**src/rtl/seq_det_pkg.sv**
```systemverilog
// Shared types and helpers for the parametrised serial pattern detector.
// Used by the RTL and by the testbench.
package seq_det_pkg;

    localparam int MAX_LEN_LIMIT = 32;
    localparam int CNT_W_LIMIT   = 32;

    typedef enum logic [1:0] {
        IDLE = 2'd0,
        FILL = 2'd1,
        RUN  = 2'd2
    } state_t;

    // A pattern length is usable when it names at least one bit and fits the history.
    function automatic logic len_legal(input int len, input int max_len);
        return (len >= 1) && (len <= max_len);
    endfunction

    function automatic logic params_legal(input int max_len, input int cnt_w);
        return (max_len >= 2) && (max_len <= MAX_LEN_LIMIT) &&
               (cnt_w >= 1) && (cnt_w <= CNT_W_LIMIT);
    endfunction

endpackage

```
**src/rtl/seq_det_sat_cnt.sv**
```systemverilog
// Saturating up-counter: advances on inc and holds at all-ones.
module seq_det_sat_cnt #(
    parameter int CNT_W = 8
) (
    input  logic             clk,
    input  logic             resetn,
    input  logic             inc,
    output logic [CNT_W-1:0] count
);

    logic [CNT_W-1:0] count_q;
    logic [CNT_W-1:0] count_d;

    always_comb begin
        count_d = count_q;
        if (inc && (count_q != {CNT_W{1'b1}})) begin
            count_d = count_q + CNT_W'(1);
        end
    end

    always_ff @(posedge clk) begin
        if (!resetn) begin
            count_q <= '0;
        end else begin
            count_q <= count_d;
        end
    end

    assign count = count_q;

endmodule

```
**src/rtl/seq_detector_param.sv**
```systemverilog
// Runtime-programmable serial pattern detector with overlap control.
// Define SEQ_DET_COUNT_EN to add the saturating match_count output.
module seq_detector_param
    import seq_det_pkg::*;
#(
    parameter  int MAX_LEN = 8,
    parameter  int CNT_W   = 8,
    localparam int LEN_W   = $clog2(MAX_LEN) + 1
) (
    input  logic               clk,
    input  logic               resetn,
    input  logic               cfg_load,
    input  logic [MAX_LEN-1:0] cfg_pattern,
    input  logic [LEN_W-1:0]   cfg_len,
    input  logic               cfg_overlap,
    input  logic               din_valid,
    input  logic               din,
    output logic               dout,
    output logic               cfg_err,
`ifdef SEQ_DET_COUNT_EN
    output logic               active,
    output logic [CNT_W-1:0]   match_count
`else
    output logic               active
`endif
);

    // Out-of-range parameters leave the block permanently inactive.
    localparam logic PARAMS_OK = params_legal(MAX_LEN, CNT_W);

    state_t             state_q,  state_d;
    logic [MAX_LEN-1:0] hist_q,   hist_d;
    logic [LEN_W-1:0]   fill_q,   fill_d;
    logic [MAX_LEN-1:0] pat_q,    pat_d;
    logic [LEN_W-1:0]   len_q,    len_d;
    logic               ovl_q,    ovl_d;
    logic               dout_q,   dout_d;
    logic               err_q,    err_d;
    logic               active_q, active_d;

    logic [MAX_LEN-1:0] len_mask;
    logic [MAX_LEN-1:0] hist_shift;
    logic [LEN_W-1:0]   fill_next;
    logic               fill_full;
    logic               hit;
    logic               cfg_ok;

    // Compare only the low len_q bits; higher pattern bits are don't-care.
    always_comb begin
        len_mask = '0;
        for (int i = 0; i < MAX_LEN; i++) begin
            len_mask[i] = (i < int'(len_q));
        end
    end

    assign hist_shift = {hist_q[MAX_LEN-2:0], din};
    assign fill_next  = (fill_q == len_q) ? fill_q : fill_q + LEN_W'(1);
    assign fill_full  = (fill_next == len_q);
    assign hit        = fill_full && (((hist_shift ^ pat_q) & len_mask) == '0);
    assign cfg_ok     = PARAMS_OK && len_legal(int'(cfg_len), MAX_LEN);

    always_comb begin
        // NOTE: every output of this block gets a default first, so no path can infer a latch.
        state_d  = state_q;
        hist_d   = hist_q;
        fill_d   = fill_q;
        pat_d    = pat_q;
        len_d    = len_q;
        ovl_d    = ovl_q;
        dout_d   = 1'b0;
        err_d    = err_q;
        active_d = active_q;

        if (cfg_load) begin
            hist_d = '0;
            fill_d = '0;
            if (cfg_ok) begin
                pat_d    = cfg_pattern;
                len_d    = cfg_len;
                ovl_d    = cfg_overlap;
                err_d    = 1'b0;
                active_d = 1'b1;
                state_d  = FILL;
            end else begin
                pat_d    = '0;
                len_d    = '0;
                ovl_d    = 1'b0;
                err_d    = 1'b1;
                active_d = 1'b0;
                state_d  = IDLE;
            end
        end else if (din_valid && (state_q != IDLE)) begin
            hist_d  = hist_shift;
            fill_d  = fill_next;
            state_d = fill_full ? RUN : FILL;
            if (hit) begin
                dout_d = 1'b1;
                // Non-overlapping mode demands cfg_len fresh bits before the next match.
                if (!ovl_q) begin
                    fill_d  = '0;
                    state_d = FILL;
                end
            end
        end
    end

    always_ff @(posedge clk) begin
        // NOTE: the history is reset along with the control state so a stale pattern can never match.
        if (!resetn) begin
            state_q  <= IDLE;
            hist_q   <= '0;
            fill_q   <= '0;
            pat_q    <= '0;
            len_q    <= '0;
            ovl_q    <= 1'b0;
            dout_q   <= 1'b0;
            err_q    <= 1'b0;
            active_q <= 1'b0;
        end else begin
            // NOTE: non-blocking assignments so every register samples pre-edge values.
            state_q  <= state_d;
            hist_q   <= hist_d;
            fill_q   <= fill_d;
            pat_q    <= pat_d;
            len_q    <= len_d;
            ovl_q    <= ovl_d;
            dout_q   <= dout_d;
            err_q    <= err_d;
            active_q <= active_d;
        end
    end

    assign dout    = dout_q;
    assign cfg_err = err_q;
    assign active  = active_q;

`ifdef SEQ_DET_COUNT_EN
    seq_det_sat_cnt #(
        .CNT_W (CNT_W)
    ) u_match_cnt (
        .clk    (clk),
        .resetn (resetn),
        .inc    (dout_d),
        .count  (match_count)
    );
`endif

endmodule

```
**config.mk**
```make
export PLATFORM = sky130hd
export DESIGN_NAME = seq_detector_param
export DESIGN_NICKNAME = d
export VERILOG_FILES = /design/src/rtl/seq_det_pkg.sv /design/src/rtl/seq_det_sat_cnt.sv /design/src/rtl/seq_detector_param.sv
export SDC_FILE = /design/constraint.sdc
export NUM_CORES = 1
export LEC_CHECK = 0
export ABC_AREA = 1
export BUFFER_PORTS_ARGS = -buffer_cell sky130_fd_sc_hd__buf_4
export CORE_MARGIN = 5
export CORE_UTILIZATION = 40
export CTS_BUF_LIST = sky130_fd_sc_hd__clkbuf_8
export CTS_CLUSTER_SIZE = 20
export DETAILED_ROUTE_END_ITERATION = 16
export MAX_ROUTING_LAYER = met4
export PLACE_DENSITY = 0.69
export SETUP_SLACK_MARGIN = 0.5
export SYNTH_ARGS = -nofsm -noshare
export SYNTH_HDL_FRONTEND = slang
export SYNTH_SLANG_ARGS = --single-unit
```
**constraint.sdc**
```tcl
create_clock -name clk -period 2.4 [get_ports clk]
set_input_delay 0.36 -clock clk [delete_from_list [all_inputs] [get_ports clk]]
set_output_delay 0.36 -clock clk [all_outputs]
set_load 0.02 [all_outputs]
```
==> qor.csv <==
stage,metric,value,unit
run_status,outcome,completed,
drt,drt drc,0,
synth,register area share after synthesis,38.2,%
clocking,Clock transition at path regs,60,ps
global_route,initial antenna violation count,0,
critical_path,"Worst Path Class, Setup",reg -> reg,
global_route,total grt overflow,0,
critical_path,flop-to-flop setup slack,650,ps
placed_design,port bufs,20,
synth,area share of the largest cell type after synthesis,38.2,%
clocking,CTS Buf Count,5,
drt,total number of vias,1404,
die,Starting Density,41.5,%
synth,yosys warns,0,
synth,synthesized instance count,206,
synth,top-count cell post-synth,nand2_1,
cells_and_area,ant diodes,0,
pwr,Sw Ratio,27.2,%
critical_path,WP data arrival,1930,ps
cells_and_area,Area Overhead vs Synth,19.4,%
die,chip width,71.7,um
global_route,pin count of the biggest net entering global routing,17,
hold_path,Hold Startpoint,cfg_pattern[6],
pwr,Clock power frac,36.8,%
timing,clk_skew,3.62,ps
clocking,Max Buffers Root-to-Sink,2,
clocking,# clock sinks,29,
global_route,global-route wire length before repair,5980,um
synth,Synth top cells by count,"nand2_1, dfxtp_1, o21ai_0",
critical_path,Worst Path Required,2580,ps
timing,Fin Setup TNS,0,ps
hold_path,hold depth,3,
drt,initial DRC count,73,
hold_path,Hold WC Path Type,in -> reg,
synth,"Cell Area, Synth",1520,um^2
drt,routed length per instance,12.8,um
timing,fin crit share,73.1,%
drt,DRT antenna net count,0,
pwr,static leakage,0.807,nW
cells_and_area,final net count,247,
synth,"Avg Cell Area, Syn",7.38,um^2
critical_path,Critical path origin,len_q[3],
synth,post-synth net total,225,
critical_path,worst r2r src,len_q[3],
pwr,combinational fraction of design power,16.0,%
clocking,# hold bufs at CTS,0,
die,CORE AREA,3660,um^2
die,I/O pin count,21,
pwr,Pint,0.795,mW
synth,asr flop ratio synth,0,%
timing,post-layout min period,1750,ps
pwr,register share of total power,47.2,%
die,FP Rows,22,
synth,number of synthesized flops with an enable pin,0,
critical_path,Reg2Reg Depth,13,
synth,largest area contributor in the netlist,dfxtp_1,
hold_path,Min-Delay Endpoint,pat_q[6],
drt,drt pass-1 iters,4,
placed_design,RePlAce Congestion,0.908,
clocking,Setup Buffers After CTS,0,
pwr,Tot Pwr,1.09,mW
synth,Synth area leaders,"dfxtp_1, o21ai_0, nand2_1, nand3_1, a21oi_1",
critical_path,startpoint types,flop,
clocking,htree depth,2,
global_route,vias in the first global route,1339,
cells_and_area,share of layout cells above drive strength 1,23.7,%
critical_path,FF-to-FF End,fill_q[0],
pwr,VDD IR max,380,uV
timing,final setup violation count,0,
critical_path,Crit Path Max Fanout,7,
die,die area,5130,um^2
synth,library cells used by synthesis,25,
synth,Yosys reg bits,29,
timing,Worst Max-Slew Pin Slew,332,ps
synth,ys flop type,dfxtp_1,
pwr,Pwr Density,602,nW/um^2
global_route,total track usage,15.3,%
placed_design,hpwl dp,2640,um
clocking,clk root buf,clkbuf_8,
timing,Slew Limit Fails,0,
clocking,Worst-Skew Late Latency,280,ps
die,die span in y,71.7,um
timing,Fin. Hold Viols,0,
clocking,CTS tree,done,
pwr,Net Sw Power,0.297,mW
timing,RSZ-0062 raised after global routing,no,
timing,Max-slew headroom,77.8,%
critical_path,endpoint type of the worst setup path,flop,
drt,DRT Wirelength,3540,um
timing,Fmax,570,MHz
flow_run,max-cap violation count,0,
drt,Vias/cell,5.09,
-- critical path, stage by stage (launching register included) --
cell and delay [ps]:
dfxtp_1 410, inv_2 110, nand2_1 70, nand2_1 120, nor2_8 160, nand2_4 100
nand2_4 80, nand2_1 50, nand2_1 70, nand3_2 80, nor2_4 130, nand3_2 110
o21ai_2 120, inv_1 40
-- cell families (layout without fill, tap and decap cells) --
group | after synthesis | count (layout) | share of synthesized area [%]
compound gates | 50 | 50 | 18.8
xor+xnor | 7 | 7 | 4.03
flops | 29 | 29 | 38.2
fa+ha+maj | 1 | 1 | 0.823
simple gates | 88 | 88 | 30.4
buf+inv | 31 | 53 | 7.74
-- sequential cells by signal (all words and copies together) (netlist names), 2 cells and up --
name     flops
fill_q       4
state_q      2
len_q        4
pat_q        8
hist_q       7
-- area by class of cell --
type,instances,area (um^2)
Multi-Input combinational cell,146,822
Clock inverter,1,3.75
Sequential cell,29,588
Clock buffer,6,82.6
Tap cell,48,60.1
Fill cell,375,1850
Inverter,23,86.3
Timing Repair Buffer,23,173
-- routing by layer --
metal	vias to the layer above	share of wire, %	global-route usage [%]
met5	-	0	-
li1	733	-	-
met2	25	48	25.4
met4	0	1.8	5.01
met3	8	3.1	4.49
met1	638	47	17.5
-- how the worst max path moves through the flow --
stage | end | slack (ps) | cells past startpoint
CTS | fill_q[0] | 600 | 13
detailed placement | fill_q[0] | 600 | 13
global route | fill_q[2] | 500 | 13
floorplan | fill_q[0] | 840 | 14
finish | fill_q[0] | 650 | 13
global placement | fill_q[0] | 600 | 11
-- cells in the final DEF, fill, tap and decap left out --
cell type,n
nand2_1,30
nand3_1,22
dfxtp_2,6
xnor2_1,3
ha_1,1
nand2_4,3
inv_2,4
a32o_1,6
o21ai_0,23
xor2_1,4
clkbuf_8,6
nor3_1,3
o21ai_2,1
buf_4,23
o31ai_1,1
a21oi_1,16
nor2_1,15
nor2_8,2
dfxtp_1,23
o21ai_1,3
inv_1,20
nand4_1,3
nor2_4,1
nand3_2,2
nand2_2,6
nand2b_1,1
-- through the flow --
| step | hold slack, ps | worst slack [ps] | area, um^2 | std cells | util, % |
|---|---|---|---|---|---|
| floorplan | 457 | 837 | 1520 | 206 | - |
| global placement | 472 | 598 | 1720 | 269 | 47.0 |
| detailed placement | 480 | 605 | 1720 | 269 | 47.0 |
| CTS | 314 | 596 | 1810 | 276 | 49.4 |
| global route | 320 | 505 | 1820 | 276 | 49.6 |
| finish | 317 | 646 | 1820 | 276 | 49.6 |
-- power groups by stage --
stage	combinational [mW]	sequential, mW	clock, mW
final	0.175	0.516	0.402
after global routing	0.194	0.519	0.438
after CTS	0.175	0.516	0.412
after detailed placement	0.175	0.526	0
after global placement	0.174	0.526	0
after floorplan	0.117	0.526	0
-- repair_timing --
action                                  4_1_cts  5_1_grt
resized for setup                             0        6
endpoints found under the setup margin        0        4
hold endpoints to repair                      0        0
Note: power is estimated with default switching activity, not from simulation.
